## src/rtl/hazard_stall_controller.sv

```systemverilog
// Pipeline sequencing: load-use stalls, branch flushes, mul/div EX occupancy.
// Also keeps a saturating count of cycles in which the PC was held.
module hazard_stall_controller #(
    parameter int MULDIV_LATENCY = 4,
    parameter int CNT_W          = 4,
    parameter int PERF_W         = 16
) (
    input  logic              clk,
    input  logic              reset,
    input  logic [4:0]        id_rs1,
    input  logic [4:0]        id_rs2,
    input  logic              id_uses_rs1,
    input  logic              id_uses_rs2,
    input  logic [4:0]        ex_rd,
    input  logic              ex_memRead,
    input  logic              ex_muldiv,
    input  logic              ex_branch_taken,
    output logic              pc_write,
    output logic              ifid_write,
    output logic              idex_write,
    output logic              ifid_flush,
    output logic              idex_flush,
    output logic              exmem_bubble,
    output logic              muldiv_busy,
    output logic              muldiv_done,
    output logic [PERF_W-1:0] stall_cycles
);

    typedef enum logic {
        S_RUN,
        S_MULDIV
    } state_t;

    localparam logic [CNT_W-1:0] CNT_INIT = CNT_W'(MULDIV_LATENCY - 2);
    localparam bit MULTI = (MULDIV_LATENCY > 1);

    state_t             state_q, state_d;
    logic [CNT_W-1:0]   cnt_q, cnt_d;
    logic [PERF_W-1:0]  stall_q, stall_d;

    logic load_use;
    logic pc_w, ifid_w, idex_w;
    logic ifid_f, idex_f, bub, busy, done;

    assign load_use = ex_memRead && (ex_rd != 5'd0) &&
                      ((id_uses_rs1 && (id_rs1 == ex_rd)) ||
                       (id_uses_rs2 && (id_rs2 == ex_rd)));

    always_comb begin
        state_d = state_q;
        cnt_d   = cnt_q;
        pc_w    = 1'b1;
        ifid_w  = 1'b1;
        idex_w  = 1'b1;
        ifid_f  = 1'b0;
        idex_f  = 1'b0;
        bub     = 1'b0;
        busy    = 1'b0;
        done    = 1'b0;
        unique case (state_q)
            S_RUN: begin
                if (ex_muldiv && MULTI) begin
                    pc_w    = 1'b0;
                    ifid_w  = 1'b0;
                    idex_w  = 1'b0;
                    bub     = 1'b1;
                    state_d = S_MULDIV;
                    cnt_d   = CNT_INIT;
                end else begin
                    done = ex_muldiv;
                    // A taken branch squashes the ID instruction, so its
                    // load-use dependency no longer matters.
                    if (ex_branch_taken) begin
                        ifid_f = 1'b1;
                        idex_f = 1'b1;
                    end else if (load_use) begin
                        pc_w   = 1'b0;
                        ifid_w = 1'b0;
                        idex_f = 1'b1;
                    end
                end
            end
            S_MULDIV: begin
                busy = 1'b1;
                if (cnt_q != '0) begin
                    pc_w   = 1'b0;
                    ifid_w = 1'b0;
                    idex_w = 1'b0;
                    bub    = 1'b1;
                    cnt_d  = cnt_q - 1'b1;
                end else begin
                    done    = 1'b1;
                    state_d = S_RUN;
                end
            end
            default: state_d = S_RUN;
        endcase
    end

    always_comb begin
        stall_d = stall_q;
        if (!pc_w && (stall_q != '1)) begin
            stall_d = stall_q + 1'b1;
        end
    end

    always_ff @(posedge clk or posedge reset) begin
        if (reset) begin
            state_q <= S_RUN;
            cnt_q   <= '0;
            stall_q <= '0;
        end else begin
            state_q <= state_d;
            cnt_q   <= cnt_d;
            stall_q <= stall_d;
        end
    end

    // Everything is forced low while reset is asserted, enables included.
    assign pc_write     = pc_w   && !reset;
    assign ifid_write   = ifid_w && !reset;
    assign idex_write   = idex_w && !reset;
    assign ifid_flush   = ifid_f && !reset;
    assign idex_flush   = idex_f && !reset;
    assign exmem_bubble = bub    && !reset;
    assign muldiv_busy  = busy   && !reset;
    assign muldiv_done  = done   && !reset;
    assign stall_cycles = reset ? '0 : stall_q;

endmodule

```

## config.mk

```make
export PLATFORM = sky130hd
export DESIGN_NAME = hazard_stall_controller
export DESIGN_NICKNAME = d
export VERILOG_FILES = /design/src/rtl/hazard_stall_controller.sv
export SDC_FILE = /design/constraint.sdc
export NUM_CORES = 1
export LEC_CHECK = 0
export ABC_AREA = 1
export CORE_ASPECT_RATIO = 2
export CORE_MARGIN = 3
export CORE_UTILIZATION = 51
export CTS_BUF_LIST = sky130_fd_sc_hd__clkbuf_16
export CTS_CLUSTER_DIAMETER = 150
export DETAILED_ROUTE_END_ITERATION = 6
export PLACE_DENSITY = 0.85
export SKIP_CTS_REPAIR_TIMING = 1
export SLEW_MARGIN = 20
export SYNTH_ARGS = -nofsm -noshare
export SYNTH_HDL_FRONTEND = slang
export SYNTH_SLANG_ARGS = --single-unit
```

## constraint.sdc

```tcl
create_clock -name clk -period 3.15 [get_ports clk]
set_clock_uncertainty 0.2 [all_clocks]
set_input_delay 0.7875 -clock clk [delete_from_list [all_inputs] [get_ports clk]]
set_output_delay 0.7875 -clock clk [all_outputs]
set_load 0.01 [all_outputs]
```

==> results of run 1 <==
-- state kept, by name (all words and copies together) (netlist names) --
name and cells:
cnt_q 4, stall_q 16, state_q 1
-- worst max-delay path, stage by stage --
cell                              delay (ns)
sky130_fd_sc_hd__clkdlybuf4s50_1        0.50
sky130_fd_sc_hd__inv_1                  0.05
sky130_fd_sc_hd__nand2_1                0.05
sky130_fd_sc_hd__nand2_1                0.06
sky130_fd_sc_hd__nor2_2                 0.13
sky130_fd_sc_hd__nand3_2                0.09
sky130_fd_sc_hd__nand2_2                0.09
sky130_fd_sc_hd__nand3_2                0.07
sky130_fd_sc_hd__nand2_1                0.06
sky130_fd_sc_hd__inv_1                  0.04
sky130_fd_sc_hd__dlymetal6s2s_1         0.16
-- per-layer routing --
layer,GRT usage (%),share of wire [%],vias up
li1,-,-,902
met2,42.5,56,64
met5,0,0,-
met1,22.3,37,835
met4,11.2,2.1,0
met3,4.46,5.4,10
-- where the power goes --
part	internal (mW)	switching [mW]
sequential	0.340	0.0699
clock	0.171	0.100
combinational	0.268	0.370
total	0.778	0.539
-- final cells by class --
cell class | instances | area [sq um] | area share [%]
timing repair buffer | 56 | 581 | 25.2
inverter | 48 | 183 | 7.94
sequential | 21 | 526 | 22.9
clock buffer | 3 | 75.1 | 3.26
multi-input combinational | 190 | 893 | 38.8
tap | 30 | 37.5 | 1.63
clock inverter | 1 | 5.00 | 0.218
-- kinds of logic (layout without fill, tap and decap cells) --
group	count (synthesis)	in the layout	share of synthesized area [%]
DFF	21	21	32.8
and+or+nand+nor	177	177	48.4
buffers and inverters	53	108	12.9
AOI/OAI and AO/OA	7	7	2.18
adders and majority gates	2	2	1.56
xor gates and xnor gates	4	4	2.18
-- metrics by stage --
step,hold slack [ns],total power [mW],TNS (ns)
6_report,0.275,1.32,0
5_1_grt,0.303,1.41,-0.0320
4_1_cts,0.276,1.32,-1.84
3_5_place_dp,0.262,1.04,-1.79
3_3_place_gp,0.255,1.02,-1.21
2_1_floorplan,0.241,0.778,0
-- synthesized netlist by cell type --
cell,number,share of area (%)
sky130_fd_sc_hd__xor2_1,4,2.2
sky130_fd_sc_hd__nand3_1,27,8.4
sky130_fd_sc_hd__dfrtp_1,21,33
sky130_fd_sc_hd__o21ai_0,5,1.6
sky130_fd_sc_hd__a21oi_1,2,0.62
sky130_fd_sc_hd__inv_1,47,11
sky130_fd_sc_hd__nor3_1,3,0.94
sky130_fd_sc_hd__buf_4,1,0.47
sky130_fd_sc_hd__nand4_4,1,1.3
sky130_fd_sc_hd__nor3_4,1,1.0
sky130_fd_sc_hd__nor4_1,1,0.39
sky130_fd_sc_hd__nand2_4,1,0.70
sky130_fd_sc_hd__nand2_2,1,0.39
sky130_fd_sc_hd__ha_1,2,1.6
sky130_fd_sc_hd__nand2_1,89,21
sky130_fd_sc_hd__nor3b_1,2,0.94
sky130_fd_sc_hd__inv_4,1,0.39
sky130_fd_sc_hd__nor2_2,2,0.78
sky130_fd_sc_hd__buf_2,2,0.62
sky130_fd_sc_hd__nor2_8,1,1.2
sky130_fd_sc_hd__nor2_1,47,11
sky130_fd_sc_hd__clkbuf_1,2,0.47
sky130_fd_sc_hd__nand4_1,1,0.39
-- how the worst max path moves through the flow --
stage	slack [ns]	endpoint	startpoint	depth (start not counted)
3_5_place_dp	-0.32	idex_flush	ex_rd[3]	10
5_1_grt	-0.01	pc_write	id_rs1[1]	11
2_1_floorplan	0.43	pc_write	ex_muldiv	8
6_report	0.08	pc_write	id_rs1[1]	11
4_1_cts	-0.33	idex_flush	ex_rd[3]	10
3_3_place_gp	-0.31	idex_flush	ex_rd[1]	10
==> out/qor.csv, run 1 <==
stage;metric;value;unit
placed_design;Placer Congestion;0.809;
power_and_ir_drop;leakage power;1.53;nW
cells_and_area;final std cell area, no fill;2300;sq um
global_routing;total overflow reported by the global router;0;
timing;Hold Vio Cnt, Final;0;
worst_setup_path;reg2reg path depth;12;
timing;Tmin final;3.07;ns
cells_and_area;utilization of the core after routing;77.2;%
synth;net count after synthesis;288;
clock_network;TritonCTS clock tree;done;
route;WL final;4310;microns
cells_and_area;commonest non-fill, non-tap cells in the layout;sky130_fd_sc_hd__nand2_1 (88), sky130_fd_sc_hd__inv_1 (46), sky130_fd_sc_hd__nor2_1 (43), sky130_fd_sc_hd__nand3_1 (25), sky130_fd_sc_hd__clkdlybuf4s50_1 (23);
die;top-level I/O count;46;
worst_setup_path;Reg-to-Reg Start;cnt_q[0];
min_path;end of the worst hold path;stall_q[8];
min_path;beginning of the worst hold path;stall_q[8];
cells_and_area;Inserted Diodes;0;
clock_network;count of H-tree levels built during CTS;1;
route;initial drt markers;59;
placed_design;cell count after placement;345;
global_routing;number of global-route vias before repair;1667;
worst_setup_path;category of the worst setup path launch point;input pin;
worst_setup_path;largest fanout on the critical path;2;
worst_setup_path;Crit Path Category;input pin to primary output;
route;final routed DRC violation total;0;
worst_setup_path;CP Capture Type;primary output;
power_and_ir_drop;power density over the cells;573;nW/um^2
job;Max Cap Viol;0;
worst_setup_path;register-to-register setup slack;1.08;ns
global_routing;antenna violations before repair;0;
timing;slew of the pin with the lowest slew margin;0.393;ns
clock_network;post-CTS clock slew at the launch and capture registers of the worst setup and hold paths;0.06;ns
global_routing;global router's overall resource usage;23.1;%
clock_network;TritonCTS Buffers;3;
min_path;class of the tightest hold or removal check;flip-flop to flip-flop;
route;via count;1811;
worst_setup_path;Req. time, crit path;2.16;ns
placed_design;HPWL after detailed placement;3280;microns
timing;worst relative slew slack;73.7;%
synth;mean instance size in the synthesized netlist;6.08;sq um
global_routing;largest net degree at the start of global routing;22;
clock_network;source-to-sink clock delay at the later pin of the worst-skew pair;0.25;ns
cells_and_area;Finished Layout Cells;349;
placed_design;Worst Setup Slack post-DPL;-0.320;ns
timing;final cycle utilization of the critical path;97.6;%
route;number of iterations in the first detailed-routing pass;4;
clock_network;clock net sink count;21;
clock_network;worst-case clock buffer depth;2;
cells_and_area;area overhead of the layout relative to synthesis;43.4;%
die;standard-cell rows;28;
die;initial core utilization;53.9;%
timing;maximum achievable frequency;325;MHz
synth;register area share after synthesis;32.8;%
outcome;result of the run;complete, no violations;
timing;post-route setup slack;0.0766;ns
die;vertical die dimension;85.3;microns
clock_network;CTS root buffer;sky130_fd_sc_hd__clkbuf_16;
timing;number of setup violations in the final report;0;
cells_and_area;count of filler cells inserted in the layout;219;
cells_and_area;net count of the finished layout;344;
synth;synthesis warning total;0;
worst_setup_path;arrival time at the worst endpoint;2.09;ns
global_routing;wire length of the first global-routing pass;6760;microns
min_path;worst hold path stage count;2;
route;Detail Route Antenna Nets;0;
cells_and_area;fraction of layout instances using a drive strength above 1;10.0;%
die;Die ar.;3890;sq um
synth;distinct cell type count of the synthesized netlist;23;
worst_setup_path;destination of the worst register-to-register timing path;stall_q[11];
synth;Synth Register Bits;21;
route;vias per std cell;5.19;
timing;count of pins over their slew limit;0;
synth;synthesized instance count;264;
die;die span in x;45.7;microns
cells_and_area;most common cell after layout, fill and taps aside;sky130_fd_sc_hd__nand2_1;
synth;post-synthesis instance area;1600;sq um
placed_design;Cell Area, Placed;2150;sq um
die;placeable core region;2980;sq um
placed_design;Buffers on Ports;45;
power_and_ir_drop;Worst VDD drop;0.424;mV
route;post-DR wirelength/cell;12.4;microns
Power figures use the tool's default switching activity.
==> inputs of run 2 (changes only) <==
CORE_UTILIZATION = 48   (was 51)
PLACE_DENSITY = 0.81   (was 0.85)
clock period = 2.9 ns   (was 3.15 ns; I/O delays follow)
==> run 2 against run 1 <==
Compared with the run above: count of clock-buffer cells in the layout unchanged; clock power up 7%; critical path depth down 2; sequential share of layout area unchanged; global-route usage down 0.89 points; routed wire length down 2.2%; register-to-register slack worse by 0.20 ns; combinational power up 9.3%; critical path type unchanged; critical endpoint is now idex_flush.
==> out/qor.csv, run 2 (synthesis results as in run 1) <==
stage;metric;value;unit;change
outcome;result of the run;complete, no violations;;unchanged
route;initial drt markers;32;;was 59
cells_and_area;fraction of layout instances using a drive strength above 1;10.3;%;was 10.0%
die;placeable core region;3190;sq um;was 2980 sq um
route;via count;1782;;was 1,811
route;number of iterations in the first detailed-routing pass;4;;unchanged
cells_and_area;most common cell after layout, fill and taps aside;sky130_fd_sc_hd__nand2_1;;unchanged
worst_setup_path;largest fanout on the critical path;2;;unchanged
placed_design;Cell Area, Placed;2160;sq um;was 2150 sq um
cells_and_area;count of filler cells inserted in the layout;276;;was 219
route;WL final;4220;microns;was 4310 microns
route;Detail Route Antenna Nets;0;;unchanged
worst_setup_path;CP Capture Type;primary output;;unchanged
route;vias per std cell;5.08;;was 5.19
timing;accumulated negative setup slack;0;ns;unchanged
placed_design;Buffers on Ports;45;;unchanged
die;initial core utilization;50.2;%;was 53.9%
global_routing;total overflow reported by the global router;0;;unchanged
timing;Hold Vio Cnt, Final;0;;unchanged
die;vertical die dimension;87.8;microns;was 85.3 microns
power_and_ir_drop;Worst VDD drop;0.499;mV;was 0.424 mV
timing;slew of the pin with the lowest slew margin;0.333;ns;was 0.393 ns
cells_and_area;commonest non-fill, non-tap cells in the layout;sky130_fd_sc_hd__nand2_1 (86), sky130_fd_sc_hd__inv_1 (46), sky130_fd_sc_hd__nor2_1 (45), sky130_fd_sc_hd__nand3_1 (26), sky130_fd_sc_hd__clkdlybuf4s50_1 (24);;was sky130_fd_sc_hd__nand2_1 (88), sky130_fd_sc_hd__inv_1 (46), sky130_fd_sc_hd__nor2_1 (43), sky130_fd_sc_hd__nand3_1 (25), sky130_fd_sc_hd__clkdlybuf4s50_1 (23)
cells_and_area;Reg with most FFs;stall_q;;unchanged
clock_network;count of H-tree levels built during CTS;1;;unchanged
cells_and_area;Inserted Diodes;0;;unchanged
timing;number of setup violations in the final report;0;;unchanged
clock_network;TritonCTS Buffers;3;;unchanged
cells_and_area;final std cell area, no fill;2300;sq um;unchanged
die;Die ar.;4110;sq um;was 3890 sq um
cells_and_area;utilization of the core after routing;72.0;%;was 77.2%
global_routing;antenna violations before repair;0;;unchanged
clock_network;TritonCTS clock tree;done;;unchanged
die;top-level I/O count;46;;unchanged
route;detailed route wirelength on metal3;338;microns;was 231 microns
clock_network;clock net sink count;21;;unchanged
power_and_ir_drop;leakage power;1.41;nW;was 1.53 nW
timing;final cycle utilization of the critical path;96.4;%;
worst_setup_path;arrival time at the worst endpoint;1.87;ns;was 2.09 ns
job;Max Cap Viol;0;;unchanged
cells_and_area;biggest regs;stall_q (16), cnt_q (4), state_q (1);;unchanged
timing;count of pins over their slew limit;0;;unchanged
power_and_ir_drop;power density over the cells;618;nW/um^2;was 573 nW/um^2
timing;Tmin final;2.80;ns;
route;post-DR wirelength/cell;12.0;microns;was 12.4 microns
die;standard-cell rows;29;;was 28
cells_and_area;area of the multi-input gates;888;sq um;was 893 sq um
timing;maximum achievable frequency;358;MHz;
global_routing;wire length of the first global-routing pass;6820;microns;was 6760 microns
clock_network;source-to-sink clock delay at the later pin of the worst-skew pair;0.25;ns;about the same
cells_and_area;area overhead of the layout relative to synthesis;43.4;%;unchanged
placed_design;Placer Congestion;0.768;;was 0.809
worst_setup_path;category of the worst setup path launch point;input pin;;unchanged
worst_setup_path;Req. time, crit path;1.98;ns;was 2.16 ns
route;Max Used Layer;met4;;unchanged
route;Detail Route met2 WL;2400;microns;unchanged
global_routing;global router's overall resource usage;22.2;%;was 23.1%
placed_design;HPWL after detailed placement;3180;microns;was 3280 microns
min_path;class of the tightest hold or removal check;flip-flop to flip-flop;;unchanged
timing;worst relative slew slack;77.7;%;was 73.7%
cells_and_area;net count of the finished layout;345;;was 344
cells_and_area;Largest register FFs;16;;unchanged
clock_network;CTS root buffer;sky130_fd_sc_hd__clkbuf_16;;unchanged
die;die span in x;46.9;microns;was 45.7 microns
route;final routed DRC violation total;0;;unchanged
cells_and_area;sequential cell area;526;sq um;unchanged
worst_setup_path;Crit Path Category;input pin to primary output;;unchanged
global_routing;largest net degree at the start of global routing;22;;unchanged
timing;unrepaired setup endpoints after global routing;no;;
clock_network;worst-case clock buffer depth;2;;unchanged
clock_network;post-CTS clock slew at the launch and capture registers of the worst setup and hold paths;0.05;ns;was 0.06 ns
global_routing;number of global-route vias before repair;1692;;was 1,667
route;wire length the detailed router placed on met1;1420;microns;was 1590 microns
==> run 2: changes by cell type in the layout (fill, tap and decap cells not counted), sizes merged <==
| cell | delta |
|---|---|
| buf | +3 |
| dlymetal6s2s | -2 |
| clkbuf | -1 |
| clkdlybuf4s50 | +1 |
==> run 2: worst max-delay path: stages <==
cell                              delay, ns
sky130_fd_sc_hd__clkdlybuf4s50_1       0.41
sky130_fd_sc_hd__nand2_1               0.07
sky130_fd_sc_hd__nand2_1               0.05
sky130_fd_sc_hd__nor2_1                0.09
sky130_fd_sc_hd__nand3_1               0.09
sky130_fd_sc_hd__nand2_2               0.10
sky130_fd_sc_hd__nand2_1               0.05
sky130_fd_sc_hd__a21oi_1               0.11
sky130_fd_sc_hd__dlymetal6s2s_1        0.17
==> run 2: per-stage QoR <==
stage                     hold WS (ns)  setup WS, ns  power, mW  std cells
after global placement           0.255        -0.458       1.12        347
after floorplan                  0.241         0.310      0.845        264
after CTS                        0.277        -0.470       1.44        351
final                            0.273         0.105       1.42        351
after global routing             0.312        0.0309       1.54        351
after detailed placement         0.263        -0.465       1.13        347
==> run 2: layout make-up <==
| cell class | count | area share (%) |
|---|---|---|
| Inverter | 48 | 7.94 |
| Clock buffer | 3 | 3.26 |
| Sequential cell | 21 | 22.9 |
| Timing Repair Buffer | 57 | 25.4 |
| Clock inverter | 1 | 0.218 |
| Tap cell | 31 | 1.69 |
| Multi-Input combinational cell | 190 | 38.6 |
==> run 2: worst paths after layout <==
kind / slack, ns / end / cells after the start / from
worst min-delay path: 0.27 / stall_q[15] / 2 / stall_q[15]
max in group asynchronous: 1.81 / stall_q[11] / 3 / reset
worst max-delay path: 0.10 / idex_flush / 9 / id_rs1[0]
min in group asynchronous: 0.47 / stall_q[6] / 3 / reset
worst max register to register: 0.88 / stall_q[2] / 9 / stall_q[1]
worst min register to register: 0.27 / stall_q[15] / 2 / stall_q[15]
==> run 2: layer usage <==
layer / global-route usage, % / vias up
li1: - / 901
met1: 21.9 / 819
met2: 41.6 / 56
met3: 4.32 / 6
met4: 9.07 / 0
met5: 0 / -
==> run 2: power breakdown <==
part           internal, mW  switching (mW)  total [mW]
clock                 0.185           0.104       0.289
combinational         0.304           0.392       0.696
sequential            0.369          0.0677       0.437
==> inputs of run 3 (changes only) <==
clock period = 3 ns   (was 2.9 ns; I/O delays follow)
==> run 3 against run 2 <==
Compared with the run above: sequential cell count unchanged; largest cell class unchanged; die area unchanged; total power shrank 4.2%; worst setup slack worse by 0.053 ns; highest routed layer unchanged; combinational power decreased by 5.2%.
==> out/qor.csv, run 3 (synthesis results as in run 1) <==
stage;metric;value;unit;change
cells_and_area;area overhead of the layout relative to synthesis;41.9;%;was 43.4%
timing;post-route setup slack;0.0521;ns;was 0.105 ns
worst_setup_path;register-to-register setup slack;0.96;ns;was 0.88 ns
worst_setup_path;category of the worst setup path launch point;input pin;;unchanged
worst_setup_path;crit path launch;id_rs2[0];;was id_rs1[0]
cells_and_area;most common cell after layout, fill and taps aside;sky130_fd_sc_hd__nand2_1;;unchanged
power_and_ir_drop;power density over the cells;599;nW/um^2;was 618 nW/um^2
power_and_ir_drop;Worst VDD drop;0.461;mV;was 0.499 mV
cells_and_area;utilization of the core after routing;71.3;%;was 72.0%
global_routing;largest net degree at the start of global routing;27;;was 22
power_and_ir_drop;combinational fraction of design power;48.4;%;was 49.0%
die;initial core utilization;50.2;%;unchanged
die;vertical die dimension;87.8;microns;unchanged
worst_setup_path;CP Capture Type;primary output;;unchanged
min_path;class of the tightest hold or removal check;flip-flop to flip-flop;;unchanged
worst_setup_path;reg2reg path depth;9;;unchanged
placed_design;HPWL after detailed placement;3160;microns;was 3180 microns
global_routing;total overflow reported by the global router;0;;unchanged
timing;Hold Vio Cnt, Final;0;;unchanged
timing;slew of the pin with the lowest slew margin;0.322;ns;was 0.333 ns
worst_setup_path;Crit Path Category;input pin to primary output;;unchanged
worst_setup_path;crit-path cells;clkdlybuf4s50_1 > inv_1 > nand2_1 > nand2_1 > nor2_1 > nand3_1 > nand2_1 > nand2_1 > a21oi_1 > clkbuf_2;;was clkdlybuf4s50_1 > nand2_1 > nand2_1 > nor2_1 > nand3_1 > nand2_2 > nand2_1 > a21oi_1 > dlymetal6s2s_1
cells_and_area;Finished Layout Cells;350;;was 351
route;number of iterations in the first detailed-routing pass;4;;unchanged
worst_setup_path;worst setup path endpoint;idex_flush;;unchanged
cells_and_area;area of the multi-input gates;881;sq um;was 888 sq um
worst_setup_path;arrival time at the worst endpoint;2.00;ns;was 1.87 ns
die;placeable core region;3190;sq um;unchanged
global_routing;number of global-route vias before repair;1712;;was 1,692
placed_design;Worst Setup Slack post-DPL;-0.432;ns;was -0.465 ns
power_and_ir_drop;Internal Dissipation;0.825;mW;was 0.858 mW
clock_network;clock net sink count;21;;unchanged
worst_setup_path;destination of the worst register-to-register timing path;stall_q[13];;was stall_q[2]
clock_network;TritonCTS clock tree;done;;unchanged
die;Die ar.;4110;sq um;unchanged
worst_setup_path;Slowest cell on crit path;sky130_fd_sc_hd__clkdlybuf4s50_1;;unchanged
cells_and_area;count of filler cells inserted in the layout;285;;was 276
worst_setup_path;largest fanout on the critical path;2;;unchanged
clock_network;CTS root buffer;sky130_fd_sc_hd__clkbuf_16;;unchanged
global_routing;antenna violations before repair;0;;unchanged
worst_setup_path;Reg-to-Reg Start;stall_q[1];;unchanged
route;final routed DRC violation total;0;;unchanged
power_and_ir_drop;Sw Ratio;39.5;%;was 39.6%
clock_network;count of H-tree levels built during CTS;1;;unchanged
power_and_ir_drop;leakage power;1.35;nW;was 1.41 nW
power_and_ir_drop;sequential fraction of design power;31.0;%;was 30.7%
route;WL final;4180;microns;was 4220 microns
clock_network;worst-case clock buffer depth;2;;unchanged
die;standard-cell rows;29;;unchanged
cells_and_area;Reg with most FFs;stall_q;;unchanged
route;initial drt markers;42;;was 32
global_routing;wire length of the first global-routing pass;6560;microns;was 6820 microns
cells_and_area;Largest register FFs;16;;unchanged
timing;final cycle utilization of the critical path;98.3;%;
worst_setup_path;max incr delay on CP;0.46;ns;was 0.41 ns
die;top-level I/O count;46;;unchanged
cells_and_area;fraction of layout instances using a drive strength above 1;9.09;%;was 10.3%
placed_design;Placer Congestion;0.765;;was 0.768
cells_and_area;biggest regs;stall_q (16), cnt_q (4), state_q (1);;unchanged
cells_and_area;Inserted Diodes;0;;unchanged
worst_setup_path;Req. time, crit path;2.05;ns;was 1.98 ns
route;Detail Route Antenna Nets;0;;unchanged
power_and_ir_drop;switching pwr;0.538;mW;was 0.563 mW
job;Max Cap Viol;0;;unchanged
timing;maximum achievable frequency;339;MHz;
worst_setup_path;most used cell along the critical path;sky130_fd_sc_hd__nand2_1;;unchanged
cells_and_area;commonest non-fill, non-tap cells in the layout;sky130_fd_sc_hd__nand2_1 (89), sky130_fd_sc_hd__inv_1 (47), sky130_fd_sc_hd__nor2_1 (45), sky130_fd_sc_hd__clkdlybuf4s50_1 (28), sky130_fd_sc_hd__nand3_1 (26);;was sky130_fd_sc_hd__nand2_1 (86), sky130_fd_sc_hd__inv_1 (46), sky130_fd_sc_hd__nor2_1 (45), sky130_fd_sc_hd__nand3_1 (26), sky130_fd_sc_hd__clkdlybuf4s50_1 (24)
global_routing;global router's overall resource usage;21.1;%;was 22.2%
outcome;result of the run;complete, no violations;;unchanged
cells_and_area;net count of the finished layout;344;;was 345
cells_and_area;sequential cell area;526;sq um;unchanged
timing;count of pins over their slew limit;0;;unchanged
timing;worst relative slew slack;78.4;%;was 77.7%
route;post-DR wirelength/cell;11.9;microns;was 12.0 microns
placed_design;cell count after placement;345;;was 347
clock_network;TritonCTS Buffers;3;;unchanged
timing;tightest hold margin;0.276;ns;was 0.273 ns
timing;number of setup violations in the final report;0;;unchanged
placed_design;Buffers on Ports;45;;unchanged
clock_network;source-to-sink clock delay at the later pin of the worst-skew pair;0.25;ns;about the same
timing;accumulated negative setup slack;0;ns;unchanged
power_and_ir_drop;clock share of power;20.5;%;was 20.3%
timing;Tmin final;2.95;ns;
clock_network;post-CTS clock slew at the launch and capture registers of the worst setup and hold paths;0.06;ns;was 0.05 ns
route;vias per std cell;5.00;;was 5.08
die;die span in x;46.9;microns;unchanged
route;via count;1751;;was 1,782
## run 3: through the flow
step	total power [mW]	cell area [sq um]
after CTS	1.39	2230
final	1.36	2280
after global routing	1.47	2280
after global placement	1.09	2160
after floorplan	0.817	1600
after detailed placement	1.10	2160
## run 3: routing by layer
metal	vias up	share of wire (%)	global-route usage, %
met1	794	37	19.4
met3	6	5.7	3.91
met5	-	0	0
met2	47	56	40.6
met4	0	1.6	9.57
li1	904	-	-
## run 3: worst min-delay path by stage
stage          depth (start not counted)  slack (ns)         from          end
5_1_grt                                2        0.31   stall_q[5]   stall_q[5]
3_3_place_gp                           2        0.25  stall_q[15]  stall_q[15]
6_report                               2        0.28   stall_q[8]   stall_q[8]
2_1_floorplan                          2        0.24   stall_q[5]   stall_q[5]
4_1_cts                                2        0.28   stall_q[8]   stall_q[8]
3_5_place_dp                           2        0.26   stall_q[8]   stall_q[8]
## run 3: critical path: cells and delay by family
kind            cells  cell delay, ns
buf+inv             3            0.65
simple gates        6            0.47
compound gates      1            0.13
## run 3: power by group through the flow
stage | sequential, mW | combinational [mW] | clock, mW
5_1_grt | 0.435 | 0.739 | 0.295
2_1_floorplan | 0.411 | 0.406 | 0
3_3_place_gp | 0.425 | 0.661 | 0
3_5_place_dp | 0.427 | 0.673 | 0
4_1_cts | 0.422 | 0.679 | 0.287
6_report | 0.423 | 0.660 | 0.280
## run 3: final cells by class
class                           instances  share of cell area [%]
Clock buffer                            3                    3.30
Clock inverter                          1                   0.165
Inverter                               48                    8.03
Multi-Input combinational cell        190                    38.7
Sequential cell                        21                    23.1
Tap cell                               31                    1.70
Timing Repair Buffer                   56                    25.0
